File: src/rtl/tinyfpga_pkg.sv
// Shared constants and configuration-chain field layouts for the tiny FPGA fabric.
package tinyfpga_pkg;
  localparam int NUM_LE      = 8;
  localparam int LUT_K       = 4;
  localparam int NUM_IO      = 8;
  localparam int SEL_W       = 4;
  localparam int LUT_W       = 2 ** LUT_K;
  localparam int NUM_SRC     = 2 * NUM_IO;
  localparam int LE_CFG_W    = LUT_K * SEL_W + LUT_W + 1;
  localparam int IO_CFG_W    = SEL_W + 1;
  localparam int IO_CFG_BASE = NUM_LE * LE_CFG_W;
  localparam int CFG_LEN     = IO_CFG_BASE + NUM_IO * IO_CFG_W;

  // Packed MSB-first so the struct overlays the chain slice directly: sel[0] sits just above lut.
  typedef struct packed {
    logic                        ff_en;
    logic [LUT_K-1:0][SEL_W-1:0] sel;
    logic [LUT_W-1:0]            lut;
  } le_cfg_t;

  typedef struct packed {
    logic             oe;
    logic [SEL_W-1:0] sel;
  } io_cfg_t;

  function automatic int le_cfg_base(input int j);
    return j * LE_CFG_W;
  endfunction

  function automatic int io_cfg_base(input int k);
    return IO_CFG_BASE + k * IO_CFG_W;
  endfunction
endpackage

File: src/rtl/tinyfpga_if.sv
// TinyTapeout slot pins of the tiny FPGA, grouped as one bundle.
interface tinyfpga_if;
  import tinyfpga_pkg::*;
  logic              ena;
  logic [7:0]        ui_in;
  logic [7:0]        uo_out;
  logic [NUM_IO-1:0] uio_in;
  logic [NUM_IO-1:0] uio_out;
  logic [NUM_IO-1:0] uio_oe;

  modport master (output ena, ui_in, uio_in, input uo_out, uio_out, uio_oe);
  modport slave  (input ena, ui_in, uio_in, output uo_out, uio_out, uio_oe);
endinterface

File: src/rtl/tinyfpga_le.sv
// One LUT4 logic element: four routing muxes, LUT, optional output FF.
module tinyfpga_le
  import tinyfpga_pkg::*;
#(
  parameter int J = 0
) (
  input  logic              clk,
  input  logic              rst,
  input  logic              run,
  input  le_cfg_t           cfg,
  input  logic [NUM_IO-1:0] pin_src,
  input  logic [NUM_LE-1:0] o_in,
  input  logic [NUM_LE-1:0] q_in,
  output logic              o,
  output logic              q
);
  logic [NUM_LE-1:0]  fb;
  logic [NUM_SRC-1:0] src;
  wire  [LUT_K-1:0]   lut_idx;
  logic               lut_out;
  logic               q_d, q_q;

  // Lower-indexed LEs may feed us combinationally; everything else only through its FF.
  always_comb begin
    fb = '0;
    for (int i = 0; i < NUM_LE; i++) begin
      fb[i] = (i < J) ? o_in[i] : q_in[i];
    end
  end

  assign src = {fb, pin_src};

  for (genvar gi = 0; gi < LUT_K; gi++) begin : g_in
    assign lut_idx[gi] = src[cfg.sel[gi]];
  end

  assign lut_out = cfg.lut[lut_idx];

  always_comb begin
    q_d = q_q;
    if (run) begin
      q_d = lut_out;
    end
  end

  always_ff @(posedge clk) begin
    if (rst) begin
      q_q <= 1'b0;
    end else begin
      q_q <= q_d;
    end
  end

  assign o = cfg.ff_en ? q_q : lut_out;
  assign q = q_q;
endmodule

File: src/rtl/tt_um_riceshelley_tiny_fpga.sv
// Tiny scan-configured FPGA: 8 LUT4 LEs and 8 uio pins, configured over a 304-bit chain driven from ui_in.
// Define FPGA_INPUT_SYNC_EN to pass uio_in through a 2-FF synchronizer before routing.
module tt_um_riceshelley_tiny_fpga
  import tinyfpga_pkg::*;
(
  input logic       clk,
  input logic       rst,
  tinyfpga_if.slave bus
);
  logic [3:0]         prog_s1_q, prog_s1_d, prog_s2_q, prog_s2_d;
  logic               pclk_dly_q, pclk_dly_d;
  logic [CFG_LEN-1:0] cfg_q, cfg_d;
  logic               prog_rst_s, prog_en_s, prog_data_s, shift_stb, le_run;
  logic [NUM_IO-1:0]  uio_src;
  wire  [NUM_LE-1:0]  le_o, le_q;
  logic [NUM_SRC-1:0] pin_pool;
  wire  [NUM_IO-1:0]  uio_out_w, uio_oe_w;
  logic               unused_ui;

  assign prog_rst_s  = prog_s2_q[1];
  assign prog_en_s   = prog_s2_q[2];
  assign prog_data_s = prog_s2_q[3];
  assign shift_stb   = prog_s2_q[0] & ~pclk_dly_q;
  assign le_run      = bus.ena & ~prog_en_s;
  assign unused_ui   = &{1'b0, bus.ui_in[7:4]};

  // progClk is just an oversampled data pin; a synced rising edge is the shift strobe.
  always_comb begin
    prog_s1_d  = prog_s1_q;
    prog_s2_d  = prog_s2_q;
    pclk_dly_d = pclk_dly_q;
    cfg_d      = cfg_q;
    if (bus.ena) begin
      prog_s1_d  = bus.ui_in[3:0];
      prog_s2_d  = prog_s1_q;
      pclk_dly_d = prog_s2_q[0];
      if (prog_rst_s) begin
        cfg_d = '0;
      end else if (shift_stb && prog_en_s) begin
        cfg_d = {cfg_q[CFG_LEN-2:0], prog_data_s};
      end
    end
  end

  always_ff @(posedge clk) begin
    if (rst) begin
      prog_s1_q  <= '0;
      prog_s2_q  <= '0;
      pclk_dly_q <= 1'b0;
      cfg_q      <= '0;
    end else begin
      prog_s1_q  <= prog_s1_d;
      prog_s2_q  <= prog_s2_d;
      pclk_dly_q <= pclk_dly_d;
      cfg_q      <= cfg_d;
    end
  end

`ifdef FPGA_INPUT_SYNC_EN
  logic [NUM_IO-1:0] uio_s1_q, uio_s1_d, uio_s2_q, uio_s2_d;

  always_comb begin
    uio_s1_d = uio_s1_q;
    uio_s2_d = uio_s2_q;
    if (bus.ena) begin
      uio_s1_d = bus.uio_in;
      uio_s2_d = uio_s1_q;
    end
  end

  always_ff @(posedge clk) begin
    if (rst) begin
      uio_s1_q <= '0;
      uio_s2_q <= '0;
    end else begin
      uio_s1_q <= uio_s1_d;
      uio_s2_q <= uio_s2_d;
    end
  end

  assign uio_src = uio_s2_q;
`else
  assign uio_src = bus.uio_in;
`endif

  // Each LE gets its own vector of lower-LE outputs so the feed-forward chain never forms a loop.
  for (genvar gi = 0; gi < NUM_LE; gi++) begin : g_le
    wire  [NUM_LE-1:0] o_lo;
    logic              o_w, q_w;
    le_cfg_t           le_cfg;

    for (genvar gk = 0; gk < NUM_LE; gk++) begin : g_lo
      if (gk < gi) begin : g_fwd
        assign o_lo[gk] = g_le[gk].o_w;
      end else begin : g_tie
        assign o_lo[gk] = 1'b0;
      end
    end

    assign le_cfg = le_cfg_t'(cfg_q[le_cfg_base(gi) +: LE_CFG_W]);

    tinyfpga_le #(.J(gi)) u_le (
      .clk     (clk),
      .rst     (rst),
      .run     (le_run),
      .cfg     (le_cfg),
      .pin_src (uio_src),
      .o_in    (o_lo),
      .q_in    (le_q),
      .o       (o_w),
      .q       (q_w)
    );

    assign le_o[gi] = o_w;
    assign le_q[gi] = q_w;
  end

  assign pin_pool = {le_o, uio_src};

  for (genvar gi = 0; gi < NUM_IO; gi++) begin : g_pin
    io_cfg_t pin_cfg;
    assign pin_cfg       = io_cfg_t'(cfg_q[io_cfg_base(gi) +: IO_CFG_W]);
    assign uio_out_w[gi] = pin_pool[pin_cfg.sel];
    assign uio_oe_w[gi]  = pin_cfg.oe;
  end

  assign bus.uio_out = uio_out_w;
  assign bus.uio_oe  = uio_oe_w;
  assign bus.uo_out  = {7'b0, cfg_q[CFG_LEN-1]};
endmodule

File: src/flat_wrapper.sv
// flat-port wrapper written by rule: the top's interface ports become plain ports
module tt_um_riceshelley_tiny_fpga_flat import tinyfpga_pkg::*;
  (clk, rst, bus_ena, bus_ui_in, bus_uio_in, bus_uo_out, bus_uio_out, bus_uio_oe);
  tinyfpga_if bus_i ();
  input logic clk;
  input logic rst;
  input wire logic [$bits(bus_i.ena)-1:0] bus_ena;
  input wire logic [$bits(bus_i.ui_in)-1:0] bus_ui_in;
  input wire logic [$bits(bus_i.uio_in)-1:0] bus_uio_in;
  output wire logic [$bits(bus_i.uo_out)-1:0] bus_uo_out;
  output wire logic [$bits(bus_i.uio_out)-1:0] bus_uio_out;
  output wire logic [$bits(bus_i.uio_oe)-1:0] bus_uio_oe;
  assign bus_i.ena = bus_ena;
  assign bus_i.ui_in = bus_ui_in;
  assign bus_i.uio_in = bus_uio_in;
  assign bus_uo_out = bus_i.uo_out;
  assign bus_uio_out = bus_i.uio_out;
  assign bus_uio_oe = bus_i.uio_oe;
  tt_um_riceshelley_tiny_fpga u_core (.clk(clk), .rst(rst), .bus(bus_i));
endmodule
File: config.mk
export PLATFORM = sky130hd
export DESIGN_NAME = tt_um_riceshelley_tiny_fpga_flat
export DESIGN_NICKNAME = d
export VERILOG_FILES = /design/src/rtl/tinyfpga_pkg.sv /design/src/rtl/tinyfpga_if.sv /design/src/rtl/tinyfpga_le.sv /design/src/rtl/tt_um_riceshelley_tiny_fpga.sv /design/src/flat_wrapper.sv
export SDC_FILE = /design/constraint.sdc
export NUM_CORES = 1
export LEC_CHECK = 0
export ABC_CLOCK_PERIOD_IN_PS = 23400
export CAP_MARGIN = 20
export CELL_PAD_IN_SITES_DETAIL_PLACEMENT = 1
export CELL_PAD_IN_SITES_GLOBAL_PLACEMENT = 1
export CORE_MARGIN = 8
export CORE_UTILIZATION = 50
export DETAILED_ROUTE_END_ITERATION = 10
export GPL_ROUTABILITY_DRIVEN = 0
export PLACE_DENSITY_LB_ADDON = 0.1
export SLEW_MARGIN = 20
export SYNTH_ARGS = -nofsm -noshare
export SYNTH_HDL_FRONTEND = slang
export SYNTH_SLANG_ARGS = --single-unit
File: constraint.sdc
create_clock -name clk -period 23.4 [get_ports clk]
set_input_delay 4.68 -clock clk [delete_from_list [all_inputs] [get_ports clk]]
set_output_delay 4.68 -clock clk [all_outputs]
set_load 0.005 [all_outputs]
==> results of run 1 <==
-- cell families (layout without fill, tap and decap cells) --
family	count (synthesis)	in the layout	share of synthesized area (%)
other	1	7	0.0190
muxes	229	229	20.0
and+or+nand+nor	648	648	14.1
DFF	321	321	32.6
AOI/OAI and AO/OA	671	671	26.4
buffers and inverters	335	214	6.94
-- report_power, final --
| part | total, mW | switching (mW) | internal [mW] |
|---|---|---|---|
| Combinational | 0.120 | 0.0773 | 0.0425 |
| Sequential | 0.551 | 0.00263 | 0.548 |
| Clock | 0.591 | 0.246 | 0.345 |
| Total | 1.26 | 0.325 | 0.936 |
-- worst max-delay path, delay by kind of cell --
| kind | cells | cell delay (ns) |
|---|---|---|
| AND/OR/NAND/NOR | 7 | 1.65 |
| AO/OA/AOI/OAI | 26 | 8.33 |
| multiplexers | 3 | 0.91 |
| buffers and inverters | 5 | 2.26 |
-- sequential cells by signal, summed over array words and instances, names as in the netlist --
register	count
u_core.prog_s1_q	4
u_core.pclk_dly_q	1
u_core.g_le.u_le.q	8
u_core.cfg_q	304
u_core.prog_s2_q	4
-- final cells by class --
class / instances / area [um2]
Timing Repair Buffer: 82 / 731
Multi-Input combinational cell: 1555 / 12000
Inverter: 65 / 244
Tap cell: 518 / 648
Fill cell: 4354 / 17600
Clock inverter: 13 / 100
Clock buffer: 54 / 1120
Sequential cell: 321 / 6430
-- synth_stat cells, drive strengths merged (9+ instances only) --
master	count
a211oi	35
a21oi	80
a22o	9
a22oi	310
a31oi	23
and2	9
and3	14
buf	37
clkbuf	233
dfxtp	321
inv	65
mux2	36
mux2i	65
mux4	128
nand2	99
nand2b	10
nand3	28
nor2	427
nor3	14
nor3b	10
o2111ai	10
o211ai	18
o21ai	54
o221a	9
o41ai	14
-- per-layer routing --
layer	wire, um	GRT usage [%]
met5	0	0
met4	1460	8.91
met3	3180	4.22
met2	30700	44.0
met1	26100	32.6
-- repair_timing --
action,4_1_cts,5_1_grt
endpoints found under the hold margin,0,0
setup buffers,0,2
endpoints found under the setup margin,0,8
-- stage by stage --
step                      utilization [%]  total power, mW
after detailed placement             51.5            0.679
after CTS                            54.6             1.27
after global routing                 54.7             1.30
after global placement               51.5            0.677
final                                54.7             1.26
after floorplan                         -            0.641
-- worst max-delay path by stage --
stage,startpoint,end,depth (start not counted)
floorplan,bus_uio_in[3],bus_uio_out[0],38
global placement,bus_uio_in[0],bus_uio_out[6],41
detailed placement,bus_uio_in[0],bus_uio_out[6],41
CTS,bus_uio_in[0],bus_uio_out[6],41
global route,bus_uio_in[0],bus_uio_out[6],40
finish,bus_uio_in[0],bus_uio_out[6],41
==> summary.txt, run 1 <==
Synth
  – Asr flop ratio synth: 0%
  – Count of cell types in the netlist: 102
  – Post-synthesis sequential area ratio: 32.6%
  – EDFF count, synth: 0
  – FF+latch count, synth: 321
  – Mapped Cells: 2205
  – Yosys top cell by area: dfxtp_1
  – Share of the synthesized area in the top cell type: 32.6%
  – Main synth FF type: dfxtp_1
  – Mapped cell area: 0.0197 mm2
  – Top cells by area, synth: dfxtp_1 (33%), mux4_2 (15%), a22oi_1 (12%), nor2_1 (8.1%), clkbuf_1 (4.4%)
  – Syn avg cell area: 8.95 um2
  – Yosys synthesis warning count: 0

Cells and area
  – Final layout net count: 2082
  – Most common cell after layout, fill and taps aside: nor2_1
  – Final Non-Filler Cells: 2608
  – Final instance area: 0.0213 mm2
  – P&R area growth vs syn: 7.74%
  – Ant diodes: 0
  – Ratio of cells with drive above 1 in the final layout: 15.8%
  – Commonest cells after routing, fill and taps aside: nor2_1 (426), dfxtp_1 (321), a22oi_1 (310), mux4_2 (128), nand2_1 (99)

Floorplanning
  – Starting Density: 50.8%
  – Die width: 215 um
  – Row cnt: 72
  – Io pins: 43
  – Die H: 215 um
  – Die area: 0.0461 mm2
  – Core area: 0.0388 mm2

Drt
  – Vias per cell: 6.83
  – Routed via count: 17800
  – Final ANT Viol Nets: 0
  – Routed wire per std cell: 23.6 um
  – Routed wire length: 61500 um
  – DRC: 0
  – TritonRoute pass-1 iters: 5
  – Initial DRC count: 1679

Worst setup path
  – Worst Path Class, Setup: input pin to output port
  – R2R cell count: 37
  – Worst path required time: 18.72 ns
  – Top cell by count, worst path: buf_4
  – Startpoint Class: input pin
  – R2R Path End: u_core.g_le[7].u_le.q$_SDFFE_PP0P_
  – WP data arrival: 17.86 ns
  – R2R Setup Slk: 11.06 ns
  – Crit path max fanout: 13
  – CP endpoint kind: output port
  – Worst R2R Start: u_core.g_le[7].u_le.q$_SDFFE_PP0P_
  – Peak per-stage delay on the critical path: 0.99 ns
  – CP max-delay cell: clkdlybuf4s50_1

Placement
  – Cells after DPL: 2538
  – Final HPWL DP: 37000 um
  – Placed Area: 0.0200 mm2
  – IO Port Bufs: 31
  – Place WS: 0.720 ns

Clock tree
  – Longest Clk Path Bufs: 3
  – Cts hold-fix bufs: 0
  – Reg clk slew, reported paths: 0.06 ns
  – TritonCTS buffer count: 38
  – H-Tree Level Count: 2
  – Later-pin clock latency in the skew report: 0.56 ns
  – CTS tree: done
  – Post-CTS Resized: 0
  – Sinks on Clock Net: 321
  – CTS Root Cell: clkbuf_16

Run status
  – Status: completed

GRT
  – Congestion Overflow GR: 0
  – Total GRT Usage: 25.7%
  – Vias in the first global route: 18200
  – First-pass GRT wire length: 99000 um
  – Largest net degree at the start of global routing: 226
  – Initial antenna violation count: 0

Hold path
  – Hold Path Sink: u_core.g_le[5].u_le.q$_SDFFE_PP0P_
  – Hold Crit Class: flip-flop to flip-flop
  – Hold Path Origin: u_core.g_le[5].u_le.q$_SDFFE_PP0P_
  – Worst hold stages: 2

Timing
  – Maximum operating frequency: 44.4 MHz
  – WHS: 0.464 ns
  – Final Hold Vio Count: 0
  – RSZ-0062 raised after global routing: false
  – Fin crit share: 96.3%
  – Final Skew: 0.0145 ns
  – Least-Margin Pin Slew: 1.22 ns
  – PnR worst setup slack: 0.855 ns
  – Final setup fails: 0
  – Setup tns final: 0 ns
  – Min cycle time layout: 22.54 ns
  – Slew Viols, Final: 0
  – Rel. slew slack: 18.8%

Flow run
  – Max-cap violations: 0

Power
  – Leak: 6.90 nW
  – PD cells: 59.3 mW/mm2
  – Max VDD drop: 50.2 uV
(Power assumes the default switching activity.)
==> run 2, diff against run 1 <==
--- a/config.mk
+++ b/config.mk
@@ -9,7 +9,7 @@
 export CAP_MARGIN = 20
 export CELL_PAD_IN_SITES_DETAIL_PLACEMENT = 1
 export CELL_PAD_IN_SITES_GLOBAL_PLACEMENT = 1
-export CORE_MARGIN = 8
+export CORE_MARGIN = 2
 export CORE_UTILIZATION = 50
 export DETAILED_ROUTE_END_ITERATION = 10
 export GPL_ROUTABILITY_DRIVEN = 0
@@ -17,4 +17,5 @@
 export SLEW_MARGIN = 20
 export SYNTH_ARGS = -nofsm -noshare
 export SYNTH_HDL_FRONTEND = slang
+export SYNTH_HIERARCHICAL = 1
 export SYNTH_SLANG_ARGS = --single-unit
==> run 2 against run 1 <==
Net effect: the run now ends with setup timing left; fmax fell by 11%; sequential cell count did not move; die area fell by 21%; sequential power barely moved; routed wire length fell by 21%; synthesized area fell by 12%; clock skew barely moved; critical path depth rose by 17; largest power group unchanged; highest routed layer unchanged.
==> summary.txt, run 2 <==
Run status
  – Status: finished with violations
  – Failing checks: setup timing

Drt
  – Routed wire length: 48800 um
  – Vias per cell: 6.65
  – Initial DRC count: 1144
  – Routed wire per std cell: 23.6 um
  – TritonRoute pass-1 iters: 5
  – DRC: 0
  – Final ANT Viol Nets: 0
  – Routed via count: 13800

Timing
  – RSZ-0062 raised after global routing: true
  – Final Hold Vio Count: 0
  – Rel. slew slack: 33.5%
  – Least-Margin Pin Slew: 0.993 ns
  – Slew Viols, Final: 0
  – WHS: 0.494 ns
  – Final Skew: 0.0144 ns
  – Min cycle time layout: 25.28 ns
  – Fin crit share: 108%
  – PnR worst setup slack: -1.88 ns
  – Final setup fails: 8
  – Maximum operating frequency: 39.6 MHz

GRT
  – Congestion Overflow GR: 0
  – Initial antenna violation count: 0
  – Vias in the first global route: 14000
  – Largest net degree at the start of global routing: 106
  – First-pass GRT wire length: 77800 um
  – Total GRT Usage: 26.7%

Power
  – Leak: 6.56 nW
  – PD cells: 63.0 mW/mm2
  – Max VDD drop: 48.0 uV
  – Overall power: 1.25 mW

Floorplanning
  – Row cnt: 68
  – Die H: 190 um
  – Starting Density: 50.5%
  – Die area: 0.0362 mm2
  – Core area: 0.0344 mm2
  – Io pins: 43
  – Die width: 190 um

Worst setup path
  – Startpoint Class: input pin
  – R2R Setup Slk: 7.56 ns
  – WP data arrival: 20.60 ns
  – Crit path max fanout: 8
  – Top cell by count, worst path: mux4_2
  – Peak per-stage delay on the critical path: 0.65 ns
  – CP max-delay cell: mux4_2
  – R2R cell count: 54
  – Worst Path Class, Setup: input pin to output port
  – CP endpoint kind: output port
  – Worst path required time: 18.72 ns
  – Worst R2R Start: u_core/g_le[3].u_le/q$_SDFFE_PP0P_
  – R2R Path End: u_core/g_le[7].u_le/q$_SDFFE_PP0P_

Clock tree
  – TritonCTS buffer count: 38
  – Longest Clk Path Bufs: 3
  – CTS Root Cell: clkbuf_16
  – Later-pin clock latency in the skew report: 0.55 ns
  – CTS tree: done
  – Cts hold-fix bufs: 0
  – Reg clk slew, reported paths: 0.06 ns
  – Sinks on Clock Net: 321
  – H-Tree Level Count: 2

Cells and area
  – Max reg flops: 304
  – Ant diodes: 0
  – P&R area growth vs syn: 14.4%
  – Largest Register: u_core/cfg_q
  – Ratio of cells with drive above 1 in the final layout: 26.2%
  – Most common cell after layout, fill and taps aside: dfxtp_1
  – Commonest cells after routing, fill and taps aside: dfxtp_1 (321), nor2_1 (314), a22oi_1 (305), mux4_2 (158), buf_4 (95)
  – Final Util: 57.7%
  – Final instance area: 0.0198 mm2
  – Final layout net count: 1610

Synth
  – Syn avg cell area: 11.2 um2
  – Post-synthesis sequential area ratio: 37.0%
  – FF+latch count, synth: 321
  – Mapped cell area: 0.0174 mm2
  – Count of cell types in the netlist: 27
  – Top cells by area, synth: dfxtp_1 (37%), mux4_2 (19%), a22oi_1 (13%), mux4_1 (7.3%), nor2_1 (6.9%)
  – EDFF count, synth: 0
  – Mapped Cells: 1543
  – Yosys synthesis warning count: 6
  – Asr flop ratio synth: 0%
  – Top post-synthesis cells by count: dfxtp_1 (321), nor2_1 (321), a22oi_1 (312), mux4_2 (144), mux2i_1 (81)
  – Yosys top cell by area: dfxtp_1
  – Main synth FF type: dfxtp_1
  – Share of the synthesized area in the top cell type: 37.0%

Hold path
  – Hold Crit Class: flip-flop to flip-flop
  – Hold Path Origin: u_core/pclk_dly_q$_SDFFE_PP0P_
  – Hold Path Sink: u_core/pclk_dly_q$_SDFFE_PP0P_
  – Worst hold stages: 2

Flow run
  – Max-cap violations: 0

Placement
  – Place WS: -2.96 ns
  – Final HPWL DP: 28200 um
  – Placed Area: 0.0181 mm2
  – IO Port Bufs: 31
[run 2: cell count changes after synthesis, sizes merged, moves of 53 or more]
cell / delta
nand2: -59
o21ai: -53
clkbuf: -194
buf: +59
nor2: -106
mux4: +64
a21oi: -72
[run 2: power breakdown]
part	internal, mW	switching [mW]	total, mW	leakage (nW)
Clock	0.332	0.233	0.565	0.573
Combinational	0.0616	0.0727	0.134	3.40
Sequential	0.548	0.00375	0.552	2.59
[run 2: worst max path at each step]
| stage | start | to | slack, ns | depth (start not counted) |
|---|---|---|---|---|
| 2_1_floorplan | bus_uio_in[6] | bus_uio_out[0] | -0.36 | 59 |
| 3_3_place_gp | bus_uio_in[0] | bus_uio_out[6] | -2.64 | 57 |
| 3_5_place_dp | bus_uio_in[0] | bus_uio_out[6] | -2.96 | 58 |
| 4_1_cts | bus_uio_in[4] | bus_uio_out[2] | -2.26 | 61 |
| 5_1_grt | bus_uio_in[0] | bus_uio_out[6] | -2.33 | 57 |
| 6_report | bus_uio_in[3] | bus_uio_out[6] | -1.88 | 58 |
[run 2: area by class of cell]
cell class,instances,area [um2]
Clock buffer,54,1080
Clock inverter,8,75.1
Fill cell,3572,14500
Inverter,16,60.1
Multi-Input combinational cell,1077,10500
Sequential cell,321,6430
Tap cell,455,569
Timing Repair Buffer,137,1140
[run 2: stage by stage]
step / cells / setup TNS [ns]
after floorplan: 1549 / -2.88
after global placement: 1982 / -20.59
after detailed placement: 1982 / -22.98
after CTS: 2052 / -17.76
after global routing: 2068 / -18.20
final: 2068 / -14.46
[run 2: worst max-delay path: cells and delay by family]
family          cells  cell delay, ns
simple gates        4            0.54
mux                25           11.01
compound gates     22            3.25
buf+inv             7            1.07
[run 2: kinds of logic after synthesis]
group           share of synthesized area [%]
flops                                    37.0
other cells                            0.0216
simple gates                             10.8
mux                                      30.6
compound gates                           16.0
buf+inv                                  5.54
[run 2: per-layer routing]
metal | GRT usage (%) | share of wire, % | vias to the layer above
li1 | - | - | 6120
met1 | 35.1 | 42 | 7147
met2 | 45.5 | 50 | 420
met3 | 4.56 | 6.0 | 75
met4 | 7.78 | 2.0 | 0
met5 | 0 | 0 | -
[run 2: what timing repair did]
action | 4_1_cts | 5_1_grt
cloned | 0 | 0
endpoints found under the setup margin | 8 | 8
gates resized for setup | 66 | 103
buffers inserted | 8 | 17
pin swaps | 20 | 40
